### src/rtl/trace_shadow_pipe.sv
// trace_shadow_pipe: shadow copy of the EX/MEM/WB pipe that assembles one
// retirement-aligned trace record per cycle for the CPU trace printer.
module trace_shadow_pipe #(
   parameter logic [31:0] CPUID = 32'd0
) (
   input  logic        CLK,
   input  logic        RST,
   input  logic        issue_valid,
   input  logic [31:0] issue_instr,
   input  logic [31:0] issue_pc,
   input  logic [31:0] ex_next_pc,
   input  logic [31:0] ex_branch_addr,
   input  logic [31:0] ex_imm,
   input  logic [31:0] mem_dat_addr,
   input  logic [31:0] mem_store_dat,
   input  logic [31:0] wb_reg_dat,
   input  logic [4:0]  wb_wsel,
   input  logic        stall,
   input  logic        flush,
   output logic [31:0] cpuid,
   output logic        wb_enable,
   output logic [31:0] instr,
   output logic [31:0] pc,
   output logic [31:0] next_pc_val,
   output logic [31:0] branch_addr,
   output logic [31:0] imm,
   output logic [31:0] dat_addr,
   output logic [31:0] store_dat,
   output logic [31:0] reg_dat,
   output logic [5:0]  opcode,
   output logic [5:0]  funct,
   output logic [4:0]  rs,
   output logic [4:0]  rt,
   output logic [4:0]  wsel,
   output logic [4:0]  shamt,
   output logic [15:0] lui_pre_shift,
   output logic        halted,
   output logic [31:0] retired_count,
   output logic        seq_err,
   output logic [15:0] mismatch_count
);

   logic        r_s1_valid;
   logic [31:0] r_s1_instr;
   logic [31:0] r_s1_pc;

   logic        r_s2_valid;
   logic [31:0] r_s2_instr;
   logic [31:0] r_s2_pc;
   logic [31:0] r_s2_next_pc;
   logic [31:0] r_s2_branch_addr;
   logic [31:0] r_s2_imm;

   logic        r_s3_valid;
   logic [31:0] r_s3_instr;
   logic [31:0] r_s3_pc;
   logic [31:0] r_s3_next_pc;
   logic [31:0] r_s3_branch_addr;
   logic [31:0] r_s3_imm;
   logic [31:0] r_s3_dat_addr;
   logic [31:0] r_s3_store_dat;

   logic        r_halted;
   logic [31:0] r_retired_count;
   logic [31:0] r_last_npc;
   logic        r_have_last;
   logic        r_seq_err;
   logic [15:0] r_mismatch_count;

   logic        w_retire;
   logic        w_halt_op;
   logic        w_pc_break;

   // A stalled record sitting in S3 is only presented once the stall lifts.
   assign w_retire   = r_s3_valid & ~stall & ~r_halted;
   assign w_halt_op  = (r_s3_instr[31:26] == 6'h3F);
   assign w_pc_break = r_have_last & (r_s3_pc != r_last_npc);

   // S1: capture at issue; flush squashes both the incoming issue and S1.
   always_ff @(posedge CLK) begin
      if (RST) begin
         r_s1_valid <= 1'b0;
         r_s1_instr <= 32'd0;
         r_s1_pc    <= 32'd0;
      end else if (stall) begin
         r_s1_valid <= r_s1_valid & ~flush;
      end else begin
         r_s1_valid <= issue_valid & ~flush;
         r_s1_instr <= issue_instr;
         r_s1_pc    <= issue_pc;
      end
   end

   // S2: record leaving S1 picks up the resolved EX values.
   always_ff @(posedge CLK) begin
      if (RST) begin
         r_s2_valid       <= 1'b0;
         r_s2_instr       <= 32'd0;
         r_s2_pc          <= 32'd0;
         r_s2_next_pc     <= 32'd0;
         r_s2_branch_addr <= 32'd0;
         r_s2_imm         <= 32'd0;
      end else if (!stall) begin
         r_s2_valid       <= r_s1_valid & ~flush;
         r_s2_instr       <= r_s1_instr;
         r_s2_pc          <= r_s1_pc;
         r_s2_next_pc     <= ex_next_pc;
         r_s2_branch_addr <= ex_branch_addr;
         r_s2_imm         <= ex_imm;
      end
   end

   // S3: record leaving S2 picks up the MEM values.
   always_ff @(posedge CLK) begin
      if (RST) begin
         r_s3_valid       <= 1'b0;
         r_s3_instr       <= 32'd0;
         r_s3_pc          <= 32'd0;
         r_s3_next_pc     <= 32'd0;
         r_s3_branch_addr <= 32'd0;
         r_s3_imm         <= 32'd0;
         r_s3_dat_addr    <= 32'd0;
         r_s3_store_dat   <= 32'd0;
      end else if (!stall) begin
         r_s3_valid       <= r_s2_valid;
         r_s3_instr       <= r_s2_instr;
         r_s3_pc          <= r_s2_pc;
         r_s3_next_pc     <= r_s2_next_pc;
         r_s3_branch_addr <= r_s2_branch_addr;
         r_s3_imm         <= r_s2_imm;
         r_s3_dat_addr    <= mem_dat_addr;
         r_s3_store_dat   <= mem_store_dat;
      end
   end

   // Retirement bookkeeping: halt latch, counters and PC continuity.
   always_ff @(posedge CLK) begin
      if (RST) begin
         r_halted         <= 1'b0;
         r_retired_count  <= 32'd0;
         r_last_npc       <= 32'd0;
         r_have_last      <= 1'b0;
         r_seq_err        <= 1'b0;
         r_mismatch_count <= 16'd0;
      end else begin
         r_seq_err <= w_retire & w_pc_break;
         if (w_retire) begin
            r_retired_count <= r_retired_count + 32'd1;
            r_last_npc      <= r_s3_next_pc;
            r_have_last     <= 1'b1;
            if (w_halt_op) begin
               r_halted <= 1'b1;
            end
            if (w_pc_break && (r_mismatch_count != 16'hFFFF)) begin
               r_mismatch_count <= r_mismatch_count + 16'd1;
            end
         end
      end
   end

   assign cpuid          = CPUID;
   assign wb_enable      = w_retire;
   assign instr          = r_s3_instr;
   assign pc             = r_s3_pc;
   assign next_pc_val    = r_s3_next_pc;
   assign branch_addr    = r_s3_branch_addr;
   assign imm            = r_s3_imm;
   assign dat_addr       = r_s3_dat_addr;
   assign store_dat      = r_s3_store_dat;
   assign reg_dat        = wb_reg_dat;
   assign wsel           = wb_wsel;
   assign opcode         = r_s3_instr[31:26];
   assign rs             = r_s3_instr[25:21];
   assign rt             = r_s3_instr[20:16];
   assign shamt          = r_s3_instr[10:6];
   assign funct          = r_s3_instr[5:0];
   assign lui_pre_shift  = r_s3_instr[15:0];
   assign halted         = r_halted;
   assign retired_count  = r_retired_count;
   assign seq_err        = r_seq_err;
   assign mismatch_count = r_mismatch_count;

endmodule

### config.mk
export PLATFORM = sky130hd
export DESIGN_NAME = trace_shadow_pipe
export DESIGN_NICKNAME = d
export VERILOG_FILES = /design/src/rtl/trace_shadow_pipe.sv
export SDC_FILE = /design/constraint.sdc
export NUM_CORES = 1
export LEC_CHECK = 0
export CAP_MARGIN = 20
export CORE_AREA = 2 2 251 253
export CTS_CLUSTER_DIAMETER = 50
export DETAILED_ROUTE_END_ITERATION = 12
export DIE_AREA = 0 0 253 255
export SETUP_SLACK_MARGIN = 0.2
export SYNTH_ARGS = -nofsm -noshare
export SYNTH_HDL_FRONTEND = slang
export SYNTH_SLANG_ARGS = --single-unit
### constraint.sdc
create_clock -name CLK -period 1.8 [get_ports CLK]
set_input_delay 0.36 -clock CLK [delete_from_list [all_inputs] [get_ports CLK]]
set_output_delay 0.36 -clock CLK [all_outputs]
set_load 0.02 [all_outputs]
==> metrics <==
standard cell core area 62200 um^2; via density per instance 4.55; Final Total Pwr 28.5 mW; Layout Cell Area excl Fill 28300 um^2; worst reg2reg endpoint mismatch_count[13]; timing startpoint of the critical path r_last_npc[9]; final clock period utilization by the worst path 105%; final hold slack 0.130 ns; dpl cell area 26700 um^2; Filler cells 5919; flop-to-flop setup slack -0.09 ns; Yosys cell types 50; detailed-route wire length per cell approximately 17 um; CTS root buf clkbuf_16; RR Startpoint r_last_npc[9]; VDD IR-drop max 0.000686 V; synthesized flop and latch total 534; number of enable-type register cells in the synthesized netlist 0; Worst Slack Setup Final -0.0897 ns; die area 64500 um^2; number of diodes added for antenna fixing 0; proportion of synthesized flip-flops having asynchronous set or reset 0%; number of nets in the layout 2816; # clock sinks 534; RePlAce Congestion 0.814; count of warnings emitted by yosys 0; sequential share of the synthesized area 52.5%; hold path depth 2; CP endpoint kind flop; half-perimeter wire length after detailed placement 42000 um; areal power density over the cells 1010 nW/um^2; worst endpoint data arrival time 2.35 ns; setup repair after global routing missed its margin yes; CTS max path bufs 3; Post-Syn Area a little over 20000 um^2; Synth Area in Adders less than 1%; number of port buffers 546; clock edge transition at the registers on the reported setup and hold paths about 0.060 ns; combinational family with the most area after synthesis multiplexers; Worst Setup EP mismatch_count[13]; DRC violation count after routing 0; area fraction in compound gates after synthesis approximately 1.7%; Die Span X 253 um; FP Rows 92; largest fanout of any net on the critical path 5; count of mapped cells out of synthesis 2025; TritonCTS buffer count 67; status complete, but fails checks; multiplexer share of the synthesized area 22.5%; share of post-route cells with drive strength above 1 27.1%; via count of the first global-routing pass 15.2k; count of endpoints failing setup in the final report 9; number of antenna violations at the first check in global routing 5; first drt pass iteration count 4; highest metal layer used by the detailed router met5; max-slew headroom at the worst pin 60.2%; sum of overflow across all layers after global routing 0; clock tree from TritonCTS yes; number of levels the H-tree was split into 3; Worst Setup Start Kind flop; class of the tightest hold or removal check in -> reg; post-layout utilization of the core 45.5%; final antenna-violating net count 0; M1 WL 24700 um; total length of routed wires around 57000 um; maximum clock frequency 529 MHz; area of combinational cells with multiple inputs 8780 um^2; initial cell density of the core 32.7%; maximum number of pins on one net before global-route repair 78; Post-Route Skew 0.0285 ns; average cell area after synthesis 10.1 um^2; Cell Count Post-Placement 3261; global-route wire length before repair 86400 um; overall die height 255 um; routed length on met3 4570 um; total leakage power 12.9 nW; Critical Path RT approximately 2.3 ns; parity-gate share of the synthesized area counting xor and xnor cells roughly 2.5%; failing checks setup timing; DRT iter0 DRCs 583; final slew viol count 0; cell count of the worst reg-to-reg path 7; area taken by flip-flops and latches 10900 um^2; Hold Violations, Final 0; total via count after detailed routing between 15k and 20k; total I/O pin count between 600 and 700; Crit Path Category reg -> reg; number of hold-repair buffers added at the cts stage 0; MaxCap Viol Count 0; simple-gate portion of the synthesized area 13.9%; total global routing track utilization between 10% and 20%; prevailing post-synth register cell dfxtp_1; slew at the pin closest to its max-slew limit between 0.5 and 0.6 ns; Tmin final 1.89 ns; non-filler cells in the finished layout 3398; area added between synthesis and finish 38.9%; met2 wire length around 27000 um; clock insertion delay at the later pin of the skew report 0.59 ns
cells in the final DEF (no fill, tap or decap), types with 6 or more instances in the layout:
master,netlist,layout
nor2_1,497,496
mux2i_1,450,450
dfxtp_1,534,433
clkdlybuf4s50_1,0,226
buf_2,31,199
nand2_1,81,80
clkbuf_16,0,73
buf_6,1,73
clkbuf_2,0,69
buf_4,113,69
dfxtp_2,0,67
a21oi_1,42,39
dfxtp_4,0,34
conb_1,1,32
xnor2_1,39,28
nand4_1,20,20
xor2_1,20,20
buf_12,0,16
clkbuf_1,55,14
nand3_1,17,12
xnor2_2,0,10
clkinv_2,0,10
nor2b_1,7,7
nor4_2,2,6
clkbuf_8,0,6
repair_timing:
item	4_1_cts	5_1_grt
endpoints found under the setup margin	340	134
resized for setup	1227	251
buffers inserted	4	12
pin swaps	20	42
gates cloned	1	0
logic make-up after synthesis:
group	count (synthesis)
XOR/XNOR	59
other	1
multiplexers	457
buffers and inverters	240
flip-flops	534
AO/OA/AOI/OAI	60
adder cells (fa/ha/maj)	2
AND/OR/NAND/NOR	672
where the power goes:
part,switching (mW),internal [mW]
clock network,5.24,8.15
registers,0.261,12.2
logic,1.35,1.30
critical path, cell delays in order, from the launching register on:
cell,delay [ns]
dfxtp_1,0.32
xnor2_1,0.18
nand4_1,0.22
nor4_4,0.28
buf_6,0.17
and2_4,0.21
nor4_2,0.06
mux2_1,0.31
synthesized netlist by cell type, types with 2 or more instances:
library cell	instances	area share (%)
inv_1	5	0.092
ha_1	2	0.12
nand3_1	17	0.42
nor4_1	5	0.15
nor4_2	2	0.12
nor3_1	6	0.15
a31o_2	3	0.13
clkbuf_1	55	1.0
buf_2	31	0.76
xnor2_1	39	1.7
nor2b_1	7	0.22
xor2_1	20	0.86
a2111oi_0	2	0.086
mux2_2	2	0.11
or3_1	5	0.15
o21ai_0	7	0.17
dfxtp_1	534	53
nand4_2	2	0.12
mux2i_1	450	22
nor2_1	497	9.2
nand2_1	81	1.5
buf_4	113	4.2
and2_1	3	0.092
nand3_2	2	0.098
and4_1	7	0.30
a21oi_1	42	1.0
mux2_1	4	0.22
buf_1	34	0.63
nand4_1	20	0.61
and3_1	7	0.22
nand2_2	2	0.061
worst min path at each step:
stage	from	end	slack [ns]
after global placement	r_last_npc[25]	r_last_npc[25]	0.45
after CTS	RST	pc[18]	0.08
after detailed placement	r_last_npc[25]	r_last_npc[25]	0.46
after global routing	RST	pc[18]	0.1
after floorplan	flush	r_s1_valid	0.44
final	RST	pc[18]	0.13
metal layers:
metal,up-vias,GRT usage (%)
met5,-,0
met4,8,4.43
li1,7666,-
met2,434,28.0
met3,89,6.39
met1,7270,21.0
cell type report:
cell class,count,area share (%)
clock buffer,93,6.94
clock inverter,27,1.02
inverter,6,0.106
multi-input combinational,1283,31.1
sequential,534,38.6
tap,799,3.54
timing repair buffer,656,18.8
stage by stage:
step	worst slack (ns)	TNS, ns
6_report	-0.0897	-0.423
5_1_grt	-0.141	-1.12
4_1_cts	-0.0740	-0.394
3_5_place_dp	-0.191	-1.73
3_3_place_gp	-0.181	-1.34
2_1_floorplan	0.0215	0
Note: power is estimated with default switching activity, not from simulation.
